File: src/rtl/rr_arb_pkg.sv
// rr_arb_pkg
//   Shared definitions for the round-robin ring arbiter slice.
//   NREQ      : number of requesters on the ring
//   state_t   : arbiter FSM states (IDLE scans the ring, GRANT holds an owner)
//   SLOT_RST  : ring pointer value after reset (requester 7 is scanned first)
//   rotl1()   : one-position left rotate with bit7 -> bit0 wrap
package rr_arb_pkg;

  localparam int NREQ = 8;

  typedef enum logic {
    IDLE  = 1'b0,
    GRANT = 1'b1
  } state_t;

  localparam logic [NREQ-1:0] SLOT_RST = 8'b1000_0000;

  // Advance the one-hot ring pointer by one requester, wrapping the top bit
  // back to bit 0 so the scan never skips or repeats a slot.
  function automatic logic [NREQ-1:0] rotl1(input logic [NREQ-1:0] v);
    return {v[NREQ-2:0], v[NREQ-1]};
  endfunction

endpackage

File: src/rtl/tick_gen.sv
// tick_gen
//   Produces a one-cycle clock-enable pulse every DIV clk cycles. The design
//   stays on a single clock; slower activity is gated by this enable.
//   Parameters: DIV  - tick period in clk cycles (2 or more)
//   Ports:      clk  - system clock
//               rst  - synchronous active-high reset (counter back to 0)
//               tick - high for one cycle while the counter sits at DIV-1
module tick_gen
  import rr_arb_pkg::*;
#(
  parameter int DIV = 1000000
) (
  input  logic clk,
  input  logic rst,
  output logic tick
);

  localparam int CW = (DIV > 2) ? $clog2(DIV) : 1;
  localparam logic [CW-1:0] LAST = CW'(DIV - 1);

  logic [CW-1:0] cnt;

  // Free-running 0..DIV-1 counter; the tick is decoded from the terminal
  // count so it lines up with the cycle on which the counter wraps.
  always_ff @(posedge clk) begin
    if (rst) begin
      cnt <= '0;
    end else if (cnt == LAST) begin
      cnt <= '0;
    end else begin
      cnt <= cnt + 1'b1;
    end
  end

  assign tick = (cnt == LAST);

endmodule

File: src/rtl/rr_ring_arbiter.sv
// rr_ring_arbiter
//   Eight-way round-robin arbiter driven by a slow slot tick. A one-hot ring
//   pointer (slot) advances one requester per tick while idle; when the slot
//   it points at is requesting, that requester is granted until it pulses
//   done or drops its request, after which the scan resumes at the next slot.
//   Optional macro ARB_TIMEOUT_EN bounds each grant to MAX_HOLD ticks and
//   pulses timeout on a forced revoke; without it grants are unbounded.
//   Parameters: DIV      - slot-tick period in clk cycles (2 or more)
//               MAX_HOLD - grant limit in ticks (ARB_TIMEOUT_EN builds only)
//   Ports:      clk      - system clock
//               rst      - synchronous active-high reset
//               req      - request lines, one per requester
//               done     - single-cycle release pulse from the owner
//               grant    - one-hot grant, 0 when nobody owns the resource
//               slot     - one-hot ring pointer (current scan position)
//               busy     - high while a grant is held
//               timeout  - single-cycle pulse when a grant is revoked
module rr_ring_arbiter
  import rr_arb_pkg::*;
#(
  parameter int DIV      = 1000000,
  parameter int MAX_HOLD = 16
) (
  input  logic            clk,
  input  logic            rst,
  input  logic [NREQ-1:0] req,
  input  logic            done,
  output logic [NREQ-1:0] grant,
  output logic [NREQ-1:0] slot,
  output logic            busy,
  output logic            timeout
);

  state_t state;
  logic   tick;
  logic   release_now;
  logic   expire;

  tick_gen #(
    .DIV(DIV)
  ) u_tick_gen (
    .clk (clk),
    .rst (rst),
    .tick(tick)
  );

  // The owner gives up the grant either explicitly or by withdrawing its
  // request; other requesters' lines are deliberately not looked at here.
  assign release_now = done || ((req & grant) == '0);

  assign busy = (state == GRANT);

`ifdef ARB_TIMEOUT_EN
  localparam int HW = (MAX_HOLD > 1) ? $clog2(MAX_HOLD) : 1;
  localparam logic [HW-1:0] HOLD_LAST = HW'(MAX_HOLD - 1);

  logic [HW-1:0] hold_cnt;

  // Counts ticks spent in GRANT. It is cleared whenever the arbiter is idle,
  // so each new grant starts from zero without an explicit clear on entry.
  always_ff @(posedge clk) begin
    if (rst) begin
      hold_cnt <= '0;
    end else if (state != GRANT) begin
      hold_cnt <= '0;
    end else if (tick) begin
      hold_cnt <= hold_cnt + 1'b1;
    end
  end

  // The tick that would bring the count to MAX_HOLD ends the grant.
  assign expire = (state == GRANT) && tick && (hold_cnt == HOLD_LAST);
`else
  // Grants are unbounded; MAX_HOLD has no effect in this build.
  assign expire = 1'b0 & (MAX_HOLD > 0);
`endif

  // Main arbiter FSM. In IDLE each tick either grants the requester under
  // the pointer (pointer holds so grant == slot) or moves the pointer on.
  // Any release rotates the pointer so the previous owner goes to the back
  // of the ring. A normal release outranks a simultaneous expiry, so timeout
  // only fires when the grant is genuinely taken away.
  always_ff @(posedge clk) begin
    if (rst) begin
      state   <= IDLE;
      slot    <= SLOT_RST;
      grant   <= '0;
      timeout <= 1'b0;
    end else begin
      timeout <= 1'b0;
      case (state)
        IDLE: begin
          if (tick) begin
            if ((req & slot) != '0) begin
              state <= GRANT;
              grant <= slot;
            end else begin
              slot <= rotl1(slot);
            end
          end
        end
        GRANT: begin
          if (release_now || expire) begin
            state   <= IDLE;
            grant   <= '0;
            slot    <= rotl1(slot);
            timeout <= expire && !release_now;
          end
        end
      endcase
    end
  end

endmodule

File: config.mk
export PLATFORM = sky130hd
export DESIGN_NAME = rr_ring_arbiter
export DESIGN_NICKNAME = d
export VERILOG_FILES = /design/src/rtl/rr_arb_pkg.sv /design/src/rtl/tick_gen.sv /design/src/rtl/rr_ring_arbiter.sv
export SDC_FILE = /design/constraint.sdc
export NUM_CORES = 1
export LEC_CHECK = 0
export ABC_CLOCK_PERIOD_IN_PS = 1830
export CAP_MARGIN = 20
export CORE_MARGIN = 4
export CORE_UTILIZATION = 47
export DETAILED_ROUTE_END_ITERATION = 16
export GPL_TIMING_DRIVEN = 0
export PLACE_DENSITY_LB_ADDON = 0.2
export SETUP_SLACK_MARGIN = 0.1
export SLEW_MARGIN = 30
export SYNTH_ARGS = -nofsm -noshare
export SYNTH_HDL_FRONTEND = slang
export SYNTH_SLANG_ARGS = --single-unit
export TNS_END_PERCENT = 1
File: constraint.sdc
create_clock -name clk -period 1.83 [get_ports clk]
set_clock_uncertainty 0.05 [all_clocks]
set_input_delay 0.2745 -clock clk [delete_from_list [all_inputs] [get_ports clk]]
set_output_delay 0.2745 -clock clk [all_outputs]
set_load 0.01 [all_outputs]
==> results of run 1 <==
## timing repair
action	in CTS	in global routing
resized for setup	12	23
setup endpoints to repair	36	37
pin swaps	2	7
cloned	1	0
setup buffers	4	6
## worst max-delay path, delay by kind of cell (launching register included)
family                 cells  cell delay, ps
AND/OR/NAND/NOR            3             950
flip-flops                 1             370
AO/OA/AOI/OAI              2             180
buffers and inverters      1             150
## layout make-up
cell class	count	area [µm²]	area share, %
repair buffers	38	355.3	15.14
inverters	7	26.28	1.119
multi-input cells	135	1021	43.50
flip-flops and latches	37	755.7	32.20
plain buffers	7	48.80	2.079
well taps	46	57.56	2.452
clock inverters	2	10.01	0.4264
clock buffers	6	72.57	3.092
## cell families (layout without fill, tap and decap cells)
family,count (synthesis),count (layout),synth area share [%]
compound gates,38,38,16.50
xor+xnor,14,14,7.061
fa+ha+maj,1,1,0.7203
buf+inv,14,60,3.890
flops,37,37,42.65
mux,8,8,4.611
other cells,1,1,0.2159
simple gates,73,73,24.35
## synthesized netlist by cell type, types with 2 or more instances
| cell | instances |
|---|---|
| dfxtp_1 | 37 |
| nand2_1 | 20 |
| nor2_1 | 19 |
| a21oi_1 | 12 |
| xnor2_1 | 11 |
| mux2i_1 | 8 |
| o211ai_1 | 8 |
| nand3_1 | 7 |
| a22oi_1 | 6 |
| inv_1 | 6 |
| nor3_1 | 5 |
| o21ai_0 | 4 |
| or3_1 | 4 |
| buf_2 | 3 |
| nand4_1 | 3 |
| xor2_1 | 3 |
| and4_2 | 2 |
| clkbuf_1 | 2 |
| nor4_1 | 2 |
## report_power, final
| group | internal, mW | leakage (nW) | switching [mW] |
|---|---|---|---|
| clock | 0.264 | 0.0450 | 0.274 |
| combinational | 0.0351 | 0.428 | 0.0348 |
| sequential | 0.809 | 0.303 | 0.00793 |
| total | 1.11 | 0.775 | 0.317 |
## layer usage
layer / up-vias / global-route usage [%] / part of all wire, %
met5: - / 0 / 0
met4: 0 / 7.056 / 2.0
met3: 9 / 4.862 / 5.1
met2: 34 / 31.47 / 50
met1: 762 / 25.20 / 43
li1: 752 / - / -
## state kept, by name (all words and copies together), names as in the netlist
register and cells:
grant 8, u_tick_gen.cnt 20, slot 8, busy 1
## layout by cell type (no fill, tap or decap), types with 7 or more instances in the layout
cell type,instances
dfxtp_1,27
clkdlybuf4s50_1,23
nand2_1,20
nor2_1,19
buf_4,13
a21oi_1,12
xnor2_1,11
dfxtp_2,9
mux2i_1,8
o211ai_1,8
nand3_1,7
## worst paths after layout
check / from / endpoint / slack [ps] / depth (start not counted)
hold / removal: u_tick_gen.cnt[0] / u_tick_gen.cnt[0] / 430 / 1
setup / recovery: u_tick_gen.cnt[12] / grant[5] / 10 / 6
setup reg to reg: u_tick_gen.cnt[12] / grant[5] / 10 / 6
hold reg to reg: u_tick_gen.cnt[0] / u_tick_gen.cnt[0] / 430 / 1
## stage by stage
step | TNS (ps) | utilization [%] | setup WS (ps) | hold slack [ps]
after detailed placement | -5441 | 60.16 | -379.3 | 416.4
after global placement | -4806 | 60.16 | -348.0 | 409.0
after floorplan | 0 | - | 111.4 | 386.6
after global routing | -520.5 | 68.19 | -92.58 | 445.4
final | 0 | 68.19 | 9.632 | 425.0
after CTS | 0 | 64.49 | 29.46 | 401.1
==> impl_metrics.ini, run 1 <==
[clock_tree]
htree_levels = 2
cts_hold_buf = 0
cts_buffers = 5
cts.sink_count = 37
cts_tree = yes
clk_pin_slew_ps = 70
cts_root_buf = clkbuf_8
ctsLongestPathBuffers = 2
clk_latency_ps = 290

[critical_path]
critical_path.max_stage_delay_ps = 530
crit_slowest_cell = or4_4
critPathArrivalTime_ps = 1940
end_kind = flip-flop
cp_max_fo = 7
crit_required_ps = 1950
cp_cell_sequence = nor4b_4 > nand2_2 > or4_4 > buf_6 > o211ai_1 > a21oi_1
critPathKind = reg -> reg
start_kind = flip-flop

[logic_synthesis]
synth_edf_count = 0
synthCells = 186
syn-num-nets = 198
synth_seq_area_share_pct = 42.65
ys_types = 43
synth_area_mm2 = 0.001737
synth-async-reset-ratio_pct = 0
syn_avg_cell_area_um2 = 9.337
synth_top_area_cell = dfxtp_1
synth-seq-cells = 37
synth_warnings = 0
yosys-top-cells-area = dfxtp_1 (43%), xnor2_1 (5.5%), mux2i_1 (4.6%)
ys.flop_type = dfxtp_1
yosysTopAreaCellShare_pct = 42.65

[floorplan]
die_h_um = 68.79
core_area_mm2 = 0.003442
io_pins = 29
dieArea_mm2 = 0.004731
start_util_pct = 50.45
die_w_um = 68.79
rows = 21

[detailed_routing]
final_antenna_net_count = 0
avgRoutedWirePerCell_um = 15.56
num_vias = 1557
firstDrtPassIters = 4
wl_mm = 4.327
via_per_inst = 5.601
drt_iter0_drc = 116
route.detailed.drc = 0

[sta]
hold_viol_final = 0
period_share_pct = 99.47
slew_violations = 0
fmax_ghz = 0.5493
rsz0062_at_grt = yes
setup_violations = 0
fin_crit_ps = 1820

[finish]
design_area_mm2 = 0.002347
diodes = 0
layoutNonFillerInstCount = 278
drive_gt1_share_pct = 24.14
syn2layout_area_growth_pct = 35.16
nets = 243
nFillCells = 278

[global_route]
antenna_found_initial = 0
grt_pass1_vias = 1505
grt_pass1_wl_mm = 6.844
grt_max_degree = 12
overflow = 0
track_usage_pct = 19.52

[job]
cap_violations = 0

[place]
place_congestion = 0.8167
io_buffers = 27
dp.cells = 259
dp_hpwl_mm = 2.965
dpl_cell_area_mm2 = 0.002071

[power]
power.total_mw = 1.425
power_density_mw_per_mm2 = 607.1
leakage_nw = 0.7753
ir_worst_vdd_mv = 0.5012

[status]
outcome = complete, no violations

[worst_hold_path]
hold_path.class = reg -> reg
Note: power is estimated with default switching activity, not from simulation.
==> inputs of run 2 (changes only) <==
--- a/config.mk
+++ b/config.mk
@@ -9,6 +9,7 @@
 export CAP_MARGIN = 20
 export CORE_MARGIN = 4
 export CORE_UTILIZATION = 47
+export CTS_CLUSTER_DIAMETER = 80
 export DETAILED_ROUTE_END_ITERATION = 16
 export GPL_TIMING_DRIVEN = 0
 export PLACE_DENSITY_LB_ADDON = 0.2
==> results of run 2 <==
Same layout as run 1: the final DEF is identical, and so are final timing and power.
